$ cat config.mk
export PLATFORM = sky130hd
export DESIGN_NAME = saturation_timer_bank
export DESIGN_NICKNAME = d
export VERILOG_FILES = /design/src/rtl/saturation_timer_bank_pkg.sv /design/src/rtl/saturation_timer_channel.sv /design/src/rtl/saturation_timer_bank.sv
export SDC_FILE = /design/constraint.sdc
export NUM_CORES = 1
export LEC_CHECK = 0
export ABC_AREA = 1
export BUFFER_PORTS_ARGS = -buffer_cell sky130_fd_sc_hd__buf_2
export CORE_MARGIN = 3
export CORE_UTILIZATION = 54
export CTS_BUF_LIST = sky130_fd_sc_hd__clkbuf_8
export DETAILED_ROUTE_END_ITERATION = 10
export MAX_ROUTING_LAYER = met4
export PLACE_DENSITY = 0.78
export SLEW_MARGIN = 20
export SYNTH_ARGS = -nofsm -noshare
export SYNTH_HDL_FRONTEND = slang
export SYNTH_SLANG_ARGS = --single-unit
$ cat constraint.sdc
create_clock -name clk -period 4.7 [get_ports clk]
set_input_delay 0.47 -clock clk [delete_from_list [all_inputs] [get_ports clk]]
set_output_delay 0.47 -clock clk [all_outputs]
set_load 0.05 [all_outputs]
$ cat src/rtl/saturation_timer_bank_pkg.sv
// Shared constants and helpers for the saturating phase-timer bank.
// Bound-select encodings and the per-channel operation decode live here.
package saturation_timer_bank_pkg;

  localparam logic CFG_FLOOR = 1'b0;
  localparam logic CFG_CEIL  = 1'b1;

  typedef enum logic [1:0] {
    OP_HOLD = 2'd0,
    OP_LOAD = 2'd1,
    OP_UP   = 2'd2,
    OP_DOWN = 2'd3
  } op_e;

  // Load beats stepping; a step needs the tick and exactly one direction.
  function automatic op_e op_decode(input logic load, input logic tick,
                                    input logic up, input logic down);
    op_e op;
    op = OP_HOLD;
    if (load)
      op = OP_LOAD;
    else if (tick && (up ^ down))
      op = up ? OP_UP : OP_DOWN;
    return op;
  endfunction

endpackage

$ cat src/rtl/saturation_timer_channel.sv
// One saturating timer channel: count, floor/ceil bounds, clamp datapath and
// the registered expiry pulse.
module saturation_timer_channel
  import saturation_timer_bank_pkg::*;
#(
  parameter int WIDTH = 5
) (
  input  logic             clk,
  input  logic             rst,
  input  logic             i_tick,
  input  logic             i_up,
  input  logic             i_down,
  input  logic             i_load,
  input  logic [WIDTH-1:0] i_load_val,
  input  logic [WIDTH-1:0] i_step,
  input  logic             i_cfg_we,
  input  logic             i_cfg_sel,
  input  logic [WIDTH-1:0] i_cfg_data,
  output logic [WIDTH-1:0] o_count,
  output logic             o_at_floor,
  output logic             o_at_ceil,
  output logic             o_expired,
  output logic             o_cfg_rej
);

  logic [WIDTH-1:0] r_count;
  logic [WIDTH-1:0] r_floor;
  logic [WIDTH-1:0] r_ceil;
  logic             r_expired;

  op_e              w_op;
  logic [WIDTH:0]   w_sum;
  logic [WIDTH:0]   w_dn_limit;
  logic [WIDTH-1:0] w_up_sat;
  logic [WIDTH-1:0] w_up_res;
  logic [WIDTH-1:0] w_dn_raw;
  logic [WIDTH-1:0] w_dn_res;
  logic [WIDTH-1:0] w_load_res;
  logic [WIDTH-1:0] w_next;
  logic             w_expire;
  logic             w_cfg_ok;

  assign w_op = op_decode(i_load, i_tick, i_up, i_down);

  // Up path runs one bit wide so a carry-out saturates at the ceiling.
  assign w_sum    = {1'b0, r_count} + {1'b0, i_step};
  assign w_up_sat = (w_sum > {1'b0, r_ceil}) ? r_ceil : w_sum[WIDTH-1:0];
  assign w_up_res = (w_up_sat < r_floor) ? r_floor : w_up_sat;

  // Down path compares against floor+step instead of subtracting first.
  assign w_dn_limit = {1'b0, r_floor} + {1'b0, i_step};
  assign w_dn_raw   = ({1'b0, r_count} < w_dn_limit) ? r_floor : (r_count - i_step);
  assign w_dn_res   = (w_dn_raw > r_ceil) ? r_ceil : w_dn_raw;

  assign w_load_res = (i_load_val < r_floor) ? r_floor :
                      (i_load_val > r_ceil)  ? r_ceil  : i_load_val;

  always_comb begin
    w_next   = r_count;
    w_expire = 1'b0;
    case (w_op)
      OP_LOAD: w_next = w_load_res;
      OP_UP:   w_next = w_up_res;
      OP_DOWN: begin
        w_next   = w_dn_res;
        w_expire = (r_count != r_floor) && (w_dn_res == r_floor);
      end
      default: w_next = r_count;
    endcase
  end

  // A bound write is accepted only if it keeps floor <= ceil.
  assign w_cfg_ok  = (i_cfg_sel == CFG_FLOOR) ? (i_cfg_data <= r_ceil)
                                              : (r_floor <= i_cfg_data);
  assign o_cfg_rej = i_cfg_we && !w_cfg_ok;

  always_ff @(posedge clk) begin
    if (rst) begin
      r_count   <= '1;
      r_floor   <= '0;
      r_ceil    <= '1;
      r_expired <= 1'b0;
    end else begin
      r_count   <= w_next;
      r_expired <= w_expire;
      if (i_cfg_we && w_cfg_ok) begin
        if (i_cfg_sel == CFG_FLOOR)
          r_floor <= i_cfg_data;
        else
          r_ceil  <= i_cfg_data;
      end
    end
  end

  assign o_count    = r_count;
  assign o_at_floor = (r_count == r_floor);
  assign o_at_ceil  = (r_count == r_ceil);
  assign o_expired  = r_expired;

endmodule

$ cat src/rtl/saturation_timer_bank.sv
// Bank of independent saturating phase timers sharing one tick and step,
// with a single bound-write port and a registered reject pulse.
module saturation_timer_bank
  import saturation_timer_bank_pkg::*;
#(
  parameter int NUM_CH = 4,
  parameter int WIDTH  = 5,
  parameter int CH_W   = (NUM_CH > 1) ? $clog2(NUM_CH) : 1
) (
  input  logic                    clk,
  input  logic                    rst,
  input  logic                    tick,
  input  logic [NUM_CH-1:0]       up,
  input  logic [NUM_CH-1:0]       down,
  input  logic [NUM_CH-1:0]       load,
  input  logic [NUM_CH*WIDTH-1:0] load_val,
  input  logic [WIDTH-1:0]        step,
  input  logic                    cfg_we,
  input  logic [CH_W-1:0]         cfg_ch,
  input  logic                    cfg_sel,
  input  logic [WIDTH-1:0]        cfg_data,
  output logic [NUM_CH*WIDTH-1:0] count,
  output logic [NUM_CH-1:0]       at_floor,
  output logic [NUM_CH-1:0]       at_ceil,
  output logic [NUM_CH-1:0]       expired,
  output logic                    cfg_err
);

  logic [NUM_CH-1:0] w_ch_we;
  logic [NUM_CH-1:0] w_ch_rej;
  logic              w_oob;
  logic              r_cfg_err;

  // Addresses past the last channel cannot land anywhere and are rejected.
  assign w_oob = cfg_we && (int'(cfg_ch) >= NUM_CH);

  for (genvar g = 0; g < NUM_CH; g++) begin : g_ch
    assign w_ch_we[g] = cfg_we && (int'(cfg_ch) == g);

    saturation_timer_channel #(
      .WIDTH (WIDTH)
    ) u_ch (
      .clk        (clk),
      .rst        (rst),
      .i_tick     (tick),
      .i_up       (up[g]),
      .i_down     (down[g]),
      .i_load     (load[g]),
      .i_load_val (load_val[g*WIDTH +: WIDTH]),
      .i_step     (step),
      .i_cfg_we   (w_ch_we[g]),
      .i_cfg_sel  (cfg_sel),
      .i_cfg_data (cfg_data),
      .o_count    (count[g*WIDTH +: WIDTH]),
      .o_at_floor (at_floor[g]),
      .o_at_ceil  (at_ceil[g]),
      .o_expired  (expired[g]),
      .o_cfg_rej  (w_ch_rej[g])
    );
  end

  always_ff @(posedge clk) begin
    if (rst)
      r_cfg_err <= 1'b0;
    else
      r_cfg_err <= (|w_ch_rej) || w_oob;
  end

  assign cfg_err = r_cfg_err;

endmodule

==> impl_metrics.json <==
{
  "finalSetupViolCount": 0,
  "grt_start_max_net_pins": 35,
  "final_max_slew_viol_count": 0,
  "ys_ff_latch": 65,
  "cts-root-buf": "clkbuf_8",
  "p_leak_uw": 0.00653,
  "power_frac_comb": 0.645,
  "ys_async_sr_fraction": 0,
  "p_seq_frac": 0.206,
  "gp_congestion": 1.01,
  "multiInputGateArea_sq_mm": 0.00857,
  "syn-instance-count": 1698,
  "fin_skew_ns": 0.0159,
  "overflow": 0,
  "min_path_type": "in2reg",
  "critPathLaunchType": "flip-flop",
  "drt_pass1_iterations": 6,
  "irDropWorstVdd_mv": 0.235,
  "post-route-min-period_ns": 4.29,
  "rrSetupSlack_ns": 0.41,
  "ys.warnings.count": 0,
  "hpwlAfterDp_microns": 26400,
  "avgSynthCellArea_sq_um": 6.45,
  "cp-end-kind": "flip-flop",
  "p_per_area_mw_per_mm2": 272,
  "std_cell_rows": 51,
  "synth_edf_count": 0,
  "ys.flop_type": "dfxtp_1",
  "ctsResizeCount": 0,
  "synth.net_count": 1963,
  "critPathMaxFanout": 8,
  "rsz0062_at_grt": "no",
  "first_iter_violations": 997,
  "holdPathStages": 2,
  "grt_usage": 0.313,
  "fillers": 1880,
  "tightest_slew_ns": 0.711,
  "crit_arrival_ns": 4.57,
  "postCtsHoldBufs": 0,
  "dieArea_sq_mm": 0.0220,
  "min_from": "rst",
  "fp.dieH_microns": 148,
  "final_common_cell": "nand2_1",
  "syn_to_final_growth_pct": 8.41,
  "critical_path_class": "reg2reg",
  "insertion_delay_ns": 0.38,
  "cp.required_ns": 4.98,
  "viasPerCell": 5.74,
  "relSlewSlack": 0.523,
  "clkPwrFrac": 0.149,
  "hold_path_end": "g_ch[2].u_ch.r_floor[3]",
  "nets": 2053,
  "power.total_uw": 3230,
  "drt_wl_total_microns": 34100,
  "clockBufferDepth": 2,
  "drive_above_1_share": 0.0998,
  "finalHoldViolCount": 0,
  "numCtsBuffers": 9,
  "grt_antenna_before_repair": 0,
  "htreeDepth": 3,
  "intPower_uw": 1550,
  "num_antenna_cells": 0,
  "vias": 11800,
  "setup_tns_ns": 0,
  "grt_first_pass_wirelength_microns": 54400,
  "tritoncts": "yes",
  "die-width_microns": 148,
  "wl_per_cell_microns": 16.6,
  "drt.antenna.violating_nets": 0,
  "reg2reg_to": "g_ch[3].u_ch.o_count[4]",
  "numPortBuffers": 81,
  "drc": 0,
  "ys_seq_area_frac": 0.119,
  "status": "complete, no violations",
  "p_sw_frac": 0.520,
  "post-route-period-util": 0.913,
  "start_util": 0.556,
  "grt_pass1_vias": 10700,
  "rr_worst_depth": 25,
  "syn_area_sq_mm": 0.0110,
  "clock.fmax_mhz": 233,
  "synth.distinct_cells": 49,
  "r2r_start": "g_ch[3].u_ch.r_floor[1]",
  "switching_power_uw": 1680,
  "drv_cap": 0,
  "post_cts_buffers": 0,
  "io_pins": 82,
  "core-area_sq_mm": 0.0197,
  "final_cell_mix": "nand2_1 (464), inv_1 (228), ha_1 (204)",
  "regArea_sq_mm": 0.00130,
  "clock-sinks": 65,
  "cts.clk_slew.worst_paths_ns": 0.09
}
[kinds of logic (layout without fill, tap and decap cells)]
group / after synthesis / count (layout) / synth area share
AO/OA/AOI/OAI: 281 / 281 / 0.155
XOR/XNOR: 57 / 57 / 0.0456
adder cells (fa/ha/maj): 216 / 216 / 0.255
buffers and inverters: 270 / 365 / 0.0990
flip-flops: 65 / 65 / 0.119
AND/OR/NAND/NOR: 809 / 809 / 0.327
[cell usage after synthesis (5+ instances only)]
master,count,area (sq um)
dfxtp_1,65,1300
nand3_1,181,906
o2111ai_1,6,52.6
xnor2_1,12,105
o22ai_1,8,50.1
clkinv_1,8,30.0
clkbuf_1,6,22.5
o21ai_1,5,25.0
o21ai_0,68,340
a21oi_1,100,500
nand4_1,20,125
o21bai_1,10,75.1
nand2_1,464,1740
o21a_1,17,128
nor4_1,9,56.3
or2_0,5,31.3
nand3_2,6,60.1
xor2_1,45,394
inv_1,228,856
inv_2,9,33.8
nor3_1,9,45.0
nand2_2,24,150
o221ai_1,6,52.6
fa_1,12,240
nor2_1,65,244
a21oi_2,6,52.6
buf_4,13,97.6
o211ai_1,39,293
ha_1,204,2550
and2_1,6,37.5
[how the worst max path moves through the flow]
stage                             from                 endpoint  slack, ns  depth (start not counted)
6_report       g_ch[3].u_ch.r_floor[1]  g_ch[3].u_ch.o_count[4]       0.41                         25
5_1_grt        g_ch[3].u_ch.r_floor[1]  g_ch[3].u_ch.o_count[2]       0.06                         25
4_1_cts        g_ch[3].u_ch.r_floor[1]  g_ch[3].u_ch.o_count[4]       0.49                         25
3_5_place_dp                   step[0]  g_ch[3].u_ch.o_count[4]       0.23                         27
3_3_place_gp                   step[0]  g_ch[3].u_ch.o_count[1]       0.26                         27
2_1_floorplan  g_ch[3].u_ch.o_count[2]  g_ch[3].u_ch.o_count[4]       0.59                         27
[worst max-delay path, cell delays in order (launching register included)]
cell and delay (ns):
dfxtp_1 0.59, inv_1 0.28, fa_1 0.47, o21ai_0 0.22, xnor2_1 0.14, ha_1 0.24
nand4_1 0.11, nor2_1 0.07, nor2_4 0.21, nand2_2 0.15, nand2_1 0.10, nand2_1 0.06
ha_1 0.27, inv_1 0.05, o21bai_1 0.11, a21oi_1 0.07, o21ai_0 0.14, nand2_1 0.20
inv_1 0.23, nand2_1 0.12, nand3_1 0.10, nand2_1 0.05, clkinv_1 0.05, nand2_1 0.05
nand2_1 0.06, nand2_1 0.05
[routing by layer]
metal	part of all wire	vias up	track usage
met5	0	-	-
met4	0.036	0	0.124
met3	0.075	87	0.0360
met2	0.45	495	0.488
met1	0.44	5367	0.414
li1	-	5872	-
[stage by stage]
stage,cell area (sq um),worst slack [ns],instances,utilization,hold slack [ns]
after detailed placement,11700,0.226,2042,0.593,0.519
after floorplan,11000,0.590,1698,-,0.468
after global placement,11700,0.261,2042,0.593,0.517
after global routing,11900,0.0572,2058,0.603,0.435
final,11900,0.409,2058,0.603,0.429
after CTS,11900,0.491,2058,0.603,0.407
[layout make-up]
| type | count | share of cell area |
|---|---|---|
| sequential | 65 | 0.110 |
| clock buffer | 10 | 0.0116 |
| clock inverter | 6 | 0.00358 |
| tap | 265 | 0.0279 |
| inverter | 247 | 0.0785 |
| timing repair buffer | 102 | 0.0474 |
| multi-input combinational | 1363 | 0.722 |
[power groups by stage]
stage                     clock network, uW  registers, uW  logic (uW)
after floorplan                           0            733        1490
after global placement                    0            674        2000
after detailed placement                  0            674        2050
after CTS                               481            661        2060
after global routing                    499            669        2360
final                                   481            664        2080
[sequential cells by signal (all words and copies together), names as in the netlist]
signal	cells
g_ch.u_ch.o_count	20
g_ch.u_ch.r_floor	20
cfg_err	1
g_ch.u_ch.r_ceil	20
g_ch.u_ch.o_expired	4
(Power assumes the default switching activity.)
